### config.mk
export PLATFORM = sky130hd
export DESIGN_NAME = snake_screen_ctrl
export DESIGN_NICKNAME = d
export VERILOG_FILES = /design/src/rtl/snake_pkg.sv /design/src/rtl/snake_frame_timer.sv /design/src/rtl/snake_screen_ctrl.sv
export SDC_FILE = /design/constraint.sdc
export NUM_CORES = 1
export LEC_CHECK = 0
export BUFFER_PORTS_ARGS = -buffer_cell sky130_fd_sc_hd__buf_4
export CORE_MARGIN = 2
export CORE_UTILIZATION = 30
export CTS_BUF_LIST = sky130_fd_sc_hd__clkbuf_16
export DETAILED_ROUTE_END_ITERATION = 16
export PLACE_DENSITY = 0.61
export SYNTH_ARGS = -nofsm -noshare
export SYNTH_HDL_FRONTEND = slang
export SYNTH_SLANG_ARGS = --single-unit
export TNS_END_PERCENT = 5
### constraint.sdc
create_clock -name clk -period 3.3 [get_ports clk]
set_input_delay 0.33 -clock clk [delete_from_list [all_inputs] [get_ports clk]]
set_output_delay 0.33 -clock clk [all_outputs]
set_load 0.05 [all_outputs]
### src/rtl/snake_pkg.sv
// Shared definitions for the snake display blocks: screen state encodings,
// RGB565 colour constants and a visible-area helper.
package snake_pkg;

  localparam logic [1:0] ST_TITLE = 2'd0;
  localparam logic [1:0] ST_PLAY  = 2'd1;
  localparam logic [1:0] ST_WIN   = 2'd2;
  localparam logic [1:0] ST_LOSE  = 2'd3;

  localparam logic [15:0] RGB_BLACK = 16'h0000;

  function automatic logic in_display(
    input logic [10:0] xpos,
    input logic [10:0] ypos,
    input logic [10:0] h_disp,
    input logic [10:0] v_disp
  );
    in_display = (xpos < h_disp) && (ypos < v_disp);
  endfunction

endpackage

### src/rtl/snake_frame_timer.sv
// Frame-rate timing for the screen controller: start-of-frame tick,
// saturating end-screen hold counter and win-text blink generator.
module snake_frame_timer
  import snake_pkg::*;
#(
  parameter logic [7:0] HOLD_FRAMES  = 8'd120,
  parameter logic [5:0] BLINK_FRAMES = 6'd30
) (
  input  logic        clk,
  input  logic        rst,
  input  logic [10:0] pixel_xpos,
  input  logic [10:0] pixel_ypos,
  input  logic        hold_clr,
  input  logic        blink_clr,
  output logic        frame_tick,
  output logic        hold_done,
  output logic        blink_on
);

  logic       at_origin_s;
  logic       origin_q;
  logic       tick_q;
  logic [7:0] hold_q;
  logic [7:0] hold_d;
  logic [5:0] blink_cnt_q;
  logic [5:0] blink_cnt_d;
  logic       blink_on_q;
  logic       blink_on_d;

  assign at_origin_s = (pixel_xpos == 11'd0) && (pixel_ypos == 11'd0);

  // A run of cycles parked at (0,0) yields only one tick: the first one.
  always_ff @(posedge clk or posedge rst) begin
    if (rst) begin
      origin_q <= 1'b0;
      tick_q   <= 1'b0;
    end else begin
      origin_q <= at_origin_s;
      tick_q   <= at_origin_s & ~origin_q;
    end
  end

  always_comb begin
    hold_d = hold_q;
    if (hold_clr) begin
      hold_d = 8'd0;
    end else if (tick_q && (hold_q != HOLD_FRAMES)) begin
      hold_d = hold_q + 8'd1;
    end else begin
      hold_d = hold_q;
    end
  end

  always_comb begin
    blink_cnt_d = blink_cnt_q;
    blink_on_d  = blink_on_q;
    if (blink_clr) begin
      blink_cnt_d = 6'd0;
      blink_on_d  = 1'b0;
    end else if (tick_q) begin
      if (blink_cnt_q == (BLINK_FRAMES - 6'd1)) begin
        blink_cnt_d = 6'd0;
        blink_on_d  = ~blink_on_q;
      end else begin
        blink_cnt_d = blink_cnt_q + 6'd1;
        blink_on_d  = blink_on_q;
      end
    end else begin
      blink_cnt_d = blink_cnt_q;
      blink_on_d  = blink_on_q;
    end
  end

  always_ff @(posedge clk or posedge rst) begin
    if (rst) begin
      hold_q      <= 8'd0;
      blink_cnt_q <= 6'd0;
      blink_on_q  <= 1'b0;
    end else begin
      hold_q      <= hold_d;
      blink_cnt_q <= blink_cnt_d;
      blink_on_q  <= blink_on_d;
    end
  end

  assign frame_tick = tick_q;
  assign hold_done  = (hold_q == HOLD_FRAMES);
  assign blink_on   = blink_on_q;

endmodule

### src/rtl/snake_screen_ctrl.sv
// Snake screen controller: title/play/win/lose state machine driven by key
// edges and game status, plus the registered output pixel selector.
module snake_screen_ctrl
  import snake_pkg::*;
#(
  parameter logic [7:0]  WIN_LEN      = 8'd30,
  parameter logic [7:0]  HOLD_FRAMES  = 8'd120,
  parameter logic [5:0]  BLINK_FRAMES = 6'd30,
  parameter logic [10:0] H_DISP       = 11'd640,
  parameter logic [10:0] V_DISP       = 11'd480
) (
  input  logic        clk,
  input  logic        rstn,
  input  logic [10:0] pixel_xpos,
  input  logic [10:0] pixel_ypos,
  input  logic        key_start,
  input  logic        key_back,
  input  logic        snake_dead,
  input  logic [7:0]  snake_len,
  input  logic [15:0] pixel_title,
  input  logic [15:0] pixel_game,
  input  logic [15:0] pixel_win,
  input  logic [15:0] pixel_lose,
  output logic [15:0] pixel_data,
  output logic        game_run,
  output logic        game_reset,
  output logic [1:0]  scr_state
);

  logic [1:0]  state_q;
  logic [1:0]  state_d;
  logic        keys_armed_q;
  logic        key_start_q;
  logic        key_back_q;
  logic        start_edge_q;
  logic        back_edge_q;
  logic        game_run_q;
  logic        game_reset_q;
  logic [15:0] pixel_q;
  logic [15:0] pixel_d;
  logic        hold_clr_s;
  logic        blink_clr_s;
  logic        frame_tick_s;
  logic        hold_done_s;
  logic        blink_on_s;

  snake_frame_timer #(
    .HOLD_FRAMES  (HOLD_FRAMES),
    .BLINK_FRAMES (BLINK_FRAMES)
  ) u_timer (
    .clk        (clk),
    .rst        (rstn),
    .pixel_xpos (pixel_xpos),
    .pixel_ypos (pixel_ypos),
    .hold_clr   (hold_clr_s),
    .blink_clr  (blink_clr_s),
    .frame_tick (frame_tick_s),
    .hold_done  (hold_done_s),
    .blink_on   (blink_on_s)
  );

  // The armed flag suppresses a false edge from a key held through reset.
  always_ff @(posedge clk or posedge rstn) begin
    if (rstn) begin
      keys_armed_q <= 1'b0;
      key_start_q  <= 1'b0;
      key_back_q   <= 1'b0;
      start_edge_q <= 1'b0;
      back_edge_q  <= 1'b0;
    end else begin
      keys_armed_q <= 1'b1;
      key_start_q  <= key_start;
      key_back_q   <= key_back;
      start_edge_q <= keys_armed_q & key_start & ~key_start_q;
      back_edge_q  <= keys_armed_q & key_back & ~key_back_q;
    end
  end

  always_comb begin
    state_d = state_q;
    case (state_q)
      ST_TITLE: begin
        if (start_edge_q) state_d = ST_PLAY;
        else              state_d = state_q;
      end
      ST_PLAY: begin
        if (snake_dead)                state_d = ST_LOSE;
        else if (snake_len >= WIN_LEN) state_d = ST_WIN;
        else                           state_d = state_q;
      end
      ST_WIN, ST_LOSE: begin
        // Edge pulses last one cycle, so presses during the hold just vanish.
        if (hold_done_s && start_edge_q)     state_d = ST_PLAY;
        else if (hold_done_s && back_edge_q) state_d = ST_TITLE;
        else                                 state_d = state_q;
      end
      default: state_d = ST_TITLE;
    endcase
  end

  assign hold_clr_s  = (state_q == ST_PLAY) &&
                       ((state_d == ST_WIN) || (state_d == ST_LOSE));
  assign blink_clr_s = (state_q == ST_PLAY) && (state_d == ST_WIN);

  always_ff @(posedge clk or posedge rstn) begin
    if (rstn) begin
      state_q      <= ST_TITLE;
      game_run_q   <= 1'b0;
      game_reset_q <= 1'b0;
    end else begin
      state_q      <= state_d;
      game_run_q   <= (state_d == ST_PLAY);
      game_reset_q <= (state_d == ST_PLAY) && (state_q != ST_PLAY);
    end
  end

  always_comb begin
    pixel_d = RGB_BLACK;
    if (!in_display(pixel_xpos, pixel_ypos, H_DISP, V_DISP)) begin
      pixel_d = RGB_BLACK;
    end else begin
      case (state_q)
        ST_TITLE: pixel_d = pixel_title;
        ST_PLAY:  pixel_d = pixel_game;
        ST_WIN:   pixel_d = blink_on_s ? pixel_win : pixel_game;
        ST_LOSE:  pixel_d = (pixel_lose != RGB_BLACK) ? pixel_lose : pixel_game;
        default:  pixel_d = RGB_BLACK;
      endcase
    end
  end

  always_ff @(posedge clk or posedge rstn) begin
    if (rstn) begin
      pixel_q <= RGB_BLACK;
    end else begin
      pixel_q <= pixel_d;
    end
  end

  assign pixel_data = pixel_q;
  assign game_run   = game_run_q;
  assign game_reset = game_reset_q;
  assign scr_state  = state_q;

endmodule

==> results.json, run 1 <==
{
  "antenna_cells": 0,
  "vias": 2443,
  "crit_required_ps": 3430,
  "placed_cells": 471,
  "synth_compound_area_share_pct": 16.0,
  "async_reset_ff_share_pct": 100,
  "worstSetupStartpointType": "flip-flop",
  "post-place-ws_ps": 1280,
  "max_slew.worst_pin.slew_ps": 1090,
  "hold_viol": 0,
  "clockBufferDepth": 2,
  "vdd_drop_max_uv": 242,
  "ant_nets": 0,
  "rsz0062_at_grt": "no",
  "synth_top_family_by_area": "simple AND/OR/NAND/NOR gates",
  "ioPinCount": 119,
  "drt_wl_total_mm": 7.50,
  "root_buffer": "clkbuf_16",
  "holdCritPathClass": "in -> reg",
  "drv_cap": 0,
  "maxSlewViolCount": 0,
  "slew_headroom_pct": 26.7,
  "multiInputGateArea_um2": 1360,
  "final_common_cell": "buf_4",
  "postCtsHoldBufs": 0,
  "final_cell_mix": "buf_4 (120), dfrtp_1 (42), mux2i_1 (34)",
  "avgViaCountPerCell": 5.10,
  "yosys_warnings": 0,
  "cts.sinks": 42,
  "fin_worst_skew_ps": 5.83,
  "status": "finished, final reports clean",
  "hpwl_mm": 5.66,
  "nets": 476,
  "area_growth_syn_to_layout_pct": 42.6,
  "cts_resized": 0,
  "setup_tns_ps": 0,
  "syn_nets": 366,
  "period_share_pct": 62.5,
  "fin_util_pct": 44.2,
  "power.total_uw": 1510,
  "dr.first_iter.drc_count": 154,
  "drc_errors": 0,
  "synth_area_um2": 2560,
  "regArea_um2": 1050,
  "ys_seq_elements": 42,
  "syn_avg_cell_area_um2": 9.73,
  "antenna_found_initial": 0,
  "synth_ff_type": "dfrtp_1",
  "leakagePower_uw": 0.00181,
  "reg2reg_slack_ps": 1240,
  "finalSetupViolCount": 0,
  "core_area_um2": 8260,
  "globalplace.congestion": 0.867,
  "arrival_ps": 2190,
  "ys_seq_area_share_pct": 41.1,
  "grt_use_total_pct": 16.1,
  "endpoint_kind": "flip-flop",
  "synth.distinct_cells": 45,
  "row_count": 33,
  "grt-ovfl-total": 0,
  "grt_pass1_wl_mm": 11.7,
  "synth-xor-area-share_pct": 1.37,
  "cts_tree": "done",
  "worstPathMaxFanout": 18,
  "grt_pass1_vias": 2391,
  "netlist_instances": 263,
  "synth_fa_ha_area_share_pct": 1.96,
  "h-tree-depth": 2,
  "numCtsBuffers": 5,
  "start_util_pct": 31.0,
  "final-instance-count-excl-fill": 479,
  "fill_cells": 813,
  "die_w_um": 96.4,
  "max_freq_ghz": 0.485,
  "wl_per_cell_um": 15.7,
  "cts_setup_buffers": 0,
  "muxShareOfSynthArea_pct": 13.7,
  "synth-simple-area-share_pct": 19.8,
  "grt_start_max_net_pins": 43,
  "die_y_um": 96.4,
  "synth_edf_count": 0,
  "drive_gt1_share_pct": 36.6,
  "clk_pin_slew_ps": 60,
  "insertion_delay_ps": 280,
  "setup_slack_ps": 1240,
  "die-area_um2": 9290,
  "power-per-cell-area_nw_per_um2": 414,
  "final_period_minus_worst_setup_slack_ps": 2060,
  "critPathKind": "reg -> reg",
  "io_buffers": 117,
  "dr.pass1.iters": 4
}
synthesized netlist by cell type (2+ instances only):
cell type | count | area (um2)
mux2i_1 | 34 | 340
nand3b_1 | 2 | 15.0
a21oi_1 | 7 | 35.0
buf_2 | 6 | 30.0
a311oi_1 | 3 | 26.3
a31oi_1 | 16 | 100
nand2_1 | 12 | 45.0
clkbuf_1 | 4 | 15.0
o32a_1 | 2 | 20.0
o21ai_0 | 5 | 25.0
buf_6 | 3 | 33.8
xor2_1 | 3 | 26.3
nand4_1 | 6 | 37.5
a22oi_1 | 16 | 120
nand3_1 | 4 | 20.0
inv_1 | 9 | 33.8
buf_4 | 3 | 22.5
nor3_1 | 21 | 105
ha_1 | 4 | 50.1
or3_1 | 4 | 25.0
nor4_1 | 6 | 37.5
and4_1 | 2 | 17.5
nor2_1 | 28 | 105
dfrtp_1 | 42 | 1050
area by class of cell:
type	count	share of cell area, %
clock inverters	3	1.20
flip-flops and latches	42	28.8
repair buffers	120	24.7
well taps	105	3.60
clock buffers	5	3.43
inverters	9	0.926
multi-input cells	195	37.4
kinds of logic (layout without fill, tap and decap cells):
group / Yosys count / in the layout
adder cells (fa/ha/maj): 4 / 4
buffers and inverters: 26 / 137
flip-flops: 42 / 42
multiplexers: 35 / 35
other: 1 / 1
AO/OA/AOI/OAI: 55 / 55
XOR/XNOR: 4 / 4
AND/OR/NAND/NOR: 96 / 96
metal layers:
| metal | track usage [%] | wire (um) | vias up |
|---|---|---|---|
| li1 | - | - | 1202 |
| met1 | 22.1 | 3250 | 1172 |
| met2 | 26.4 | 3880 | 61 |
| met3 | 2.87 | 280 | 8 |
| met4 | 4.23 | 93 | 0 |
| met5 | 0 | 0 | - |
registers in the layout (all words and copies together), names as in the netlist:
signal and flops:
u_timer.blink_on 1, start_edge_q 1, u_timer.hold_q 8, key_start_q 1
u_timer.blink_cnt_q 6, pixel_data 16, game_reset 1, keys_armed_q 1
game_run 1, back_edge_q 1, key_back_q 1, u_timer.frame_tick 1
u_timer.origin_q 1, scr_state 2
report_power, final:
group | internal, uW | switching (uW)
combinational | 182 | 193
clock | 358 | 201
sequential | 539 | 37.7
total | 1080 | 432
through the flow:
step / hold slack, ps / area [um2]
after CTS: 161 / 3650
final: 162 / 3650
after global placement: 380 / 3480
after global routing: 159 / 3650
after detailed placement: 384 / 3480
after floorplan: 361 / 2560
worst max-delay path, stage by stage, from the launching register on:
cell     delay, ps
dfrtp_1        450
buf_4          240
and2b_1        610
a22oi_1        200
a31oi_1        300
nor3_1         100
path summary, 6_finish.rpt:
| path | startpoint | to | cells after the start |
|---|---|---|---|
| max | scr_state[0]$_DFF_PP0_ | pixel_data[6]$_DFF_PP0_ | 5 |
| min | key_start | key_start_q$_DFF_PP0_ | 1 |
| max reg2reg | scr_state[0]$_DFF_PP0_ | pixel_data[6]$_DFF_PP0_ | 5 |
| min reg2reg | key_start_q$_DFF_PP0_ | start_edge_q$_DFF_PP0_ | 1 |
| max in group asynchronous | rstn | pixel_data[6]$_DFF_PP0_ | 3 |
| min in group asynchronous | rstn | u_timer.hold_q[6]$_DFFE_PP0P_ | 3 |
No activity file was read; power rests on OpenSTA's default activity.
==> inputs of run 2 (changes only) <==
==> constraint.sdc (replaced) <==
create_clock -name clk -period 2.03 [get_ports clk]
set_input_delay 0.203 -clock clk [delete_from_list [all_inputs] [get_ports clk]]
set_output_delay 0.203 -clock clk [all_outputs]
set_load 0.05 [all_outputs]
==> run 2 against run 1 <==
  * Cell count rose by 1.5%
  * Count of clock-buffer cells in the layout unchanged
  * Register-to-register slack lost 880 ps
  * Sequential share of layout area is 0.41 points lower
  * Wire length shrank 1.0%
  * Die area did not move
  * Maximum frequency up 23%
  * Clock skew is essentially flat
  * Total power up 63%
  * Flip-flop and latch count unchanged
  * Clock power up 63%
  * Critical endpoint is now u_timer.hold_q[1]$_DFFE_PP0P_
  * Largest power group is now the clock network
  * Highest routed layer unchanged
==> results.json, run 2 (synthesis results as in run 1) <==
{
  "final_cell_area_um2": 3700,
  "power-per-cell-area_nw_per_um2": 667,
  "final_common_cell": "buf_4",
  "dr.pass1.iters": 4,
  "rsz0062_at_grt": "no",
  "critPathKind": "reg -> reg",
  "r2r-start": "u_timer.hold_q[0]$_DFFE_PP0P_",
  "die-area_um2": 9290,
  "grt_use_total_pct": 16.3,
  "antenna_found_initial": 0,
  "cts_tree": "done",
  "reg2reg_to": "u_timer.hold_q[1]$_DFFE_PP0P_",
  "finalSetupViolCount": 0,
  "root_buffer": "clkbuf_16",
  "final_period_minus_worst_setup_slack_ps": 1670,
  "setup_tns_ps": 0,
  "vdd_drop_max_uv": 382,
  "largest_reg_flops": 16,
  "grt-ovfl-total": 0,
  "row_count": 33,
  "slowest_stage": "or3b_4",
  "wl_per_cell_um": 15.3,
  "dr.first_iter.drc_count": 90,
  "cts.sinks": 42,
  "die_w_um": 96.4,
  "max_stage_delay_ps": 410,
  "antenna_cells": 0,
  "numCtsBuffers": 5,
  "period_share_pct": 82.5,
  "status": "finished, final reports clean",
  "path_cells": "inv_1 > ha_1 > or3b_4 > o21ai_1 > mux2i_1 > nor2_1",
  "grt_pass1_wl_mm": 11.8,
  "crit_start": "u_timer.hold_q[0]$_DFFE_PP0P_",
  "nets": 483,
  "area_growth_syn_to_layout_pct": 44.6,
  "max_slew.worst_pin.slew_ps": 550,
  "ioPinCount": 119,
  "reg2reg_slack_ps": 360,
  "vias": 2464,
  "fin_worst_skew_ps": 5.79,
  "crit_required_ps": 2200,
  "arrival_ps": 1850,
  "hpwl_mm": 5.63,
  "globalplace.congestion": 0.918,
  "die_y_um": 96.4,
  "drc_errors": 0,
  "cts_resized": 0,
  "reg2reg_depth": 6,
  "ant_nets": 0,
  "maxSlewViolCount": 0,
  "h-tree-depth": 2,
  "grt_start_max_net_pins": 43,
  "slew_headroom_pct": 63.3,
  "grt_pass1_vias": 2418,
  "drive_gt1_share_pct": 37.8,
  "final_cell_mix": "buf_4 (127), dfrtp_1 (42), mux2i_1 (34)",
  "worstSetupStartpointType": "flip-flop",
  "drt_wl_total_mm": 7.43,
  "endpoint_kind": "flip-flop",
  "leakagePower_uw": 0.00185,
  "avgViaCountPerCell": 5.07,
  "core_area_um2": 8260,
  "postCtsHoldBufs": 0,
  "holdCritPathClass": "in -> async",
  "insertion_delay_ps": 280,
  "max_freq_ghz": 0.597,
  "clk_pin_slew_ps": 60,
  "dpl_cell_area_um2": 3530,
  "worstPathMaxFanout": 6,
  "clockBufferDepth": 2,
  "crit_end": "u_timer.hold_q[1]$_DFFE_PP0P_",
  "drv_cap": 0,
  "hold_viol": 0,
  "start_util_pct": 31.0,
  "io_buffers": 117,
  "cts_setup_buffers": 0
}
## run 2: worst min-delay path by stage
stage                          from                            end
final                          rstn  u_timer.hold_q[4]$_DFFE_PP0P_
after floorplan            key_back           key_back_q$_DFF_PP0_
after detailed placement  key_start          key_start_q$_DFF_PP0_
after global routing      key_start          key_start_q$_DFF_PP0_
after CTS                 key_start          key_start_q$_DFF_PP0_
after global placement    key_start          key_start_q$_DFF_PP0_
## run 2: layer usage
metal  routed length (um)  vias to the layer above  track usage (%)
li1                     -                     1212                -
met2                 3890                       52             27.5
met3                  267                        5             2.87
met1                 3190                     1195             21.6
met5                    0                        -                0
met4                   78                        0             4.46
## run 2: cell type report
cell class              instances  area, um2
multi-input cells             195       1360
flip-flops and latches         42       1050
clock buffers                   5        125
well taps                     105        131
fillers                       834       4560
clock inverters                 3       43.8
repair buffers                127        953
inverters                       9       33.8
## run 2: where the power goes
part | total, uW | internal, uW | switching (uW)
combinational | 649 | 307 | 342
clock | 912 | 582 | 330
sequential | 910 | 877 | 32.5
total | 2470 | 1770 | 704
## run 2: through the flow
step | worst slack (ps) | total power, uW | cells | hold slack (ps) | utilization (%)
global route | 228 | 2590 | 486 | 27.5 | 44.8
CTS | 345 | 2500 | 486 | 32.8 | 44.8
detailed placement | 355 | 1580 | 478 | 327 | 42.8
floorplan | 285 | 1300 | 263 | 234 | -
finish | 355 | 2470 | 486 | 36.3 | 44.8
global placement | 404 | 1560 | 478 | 328 | 42.8
## run 2: critical path, delay by kind of cell (launching register included)
kind            cells  cell delay (ps)
compound gates      1              250
mux                 1              230
buf+inv             1               90
simple gates        2              470
flops               1              390
fa+ha+maj           1              140
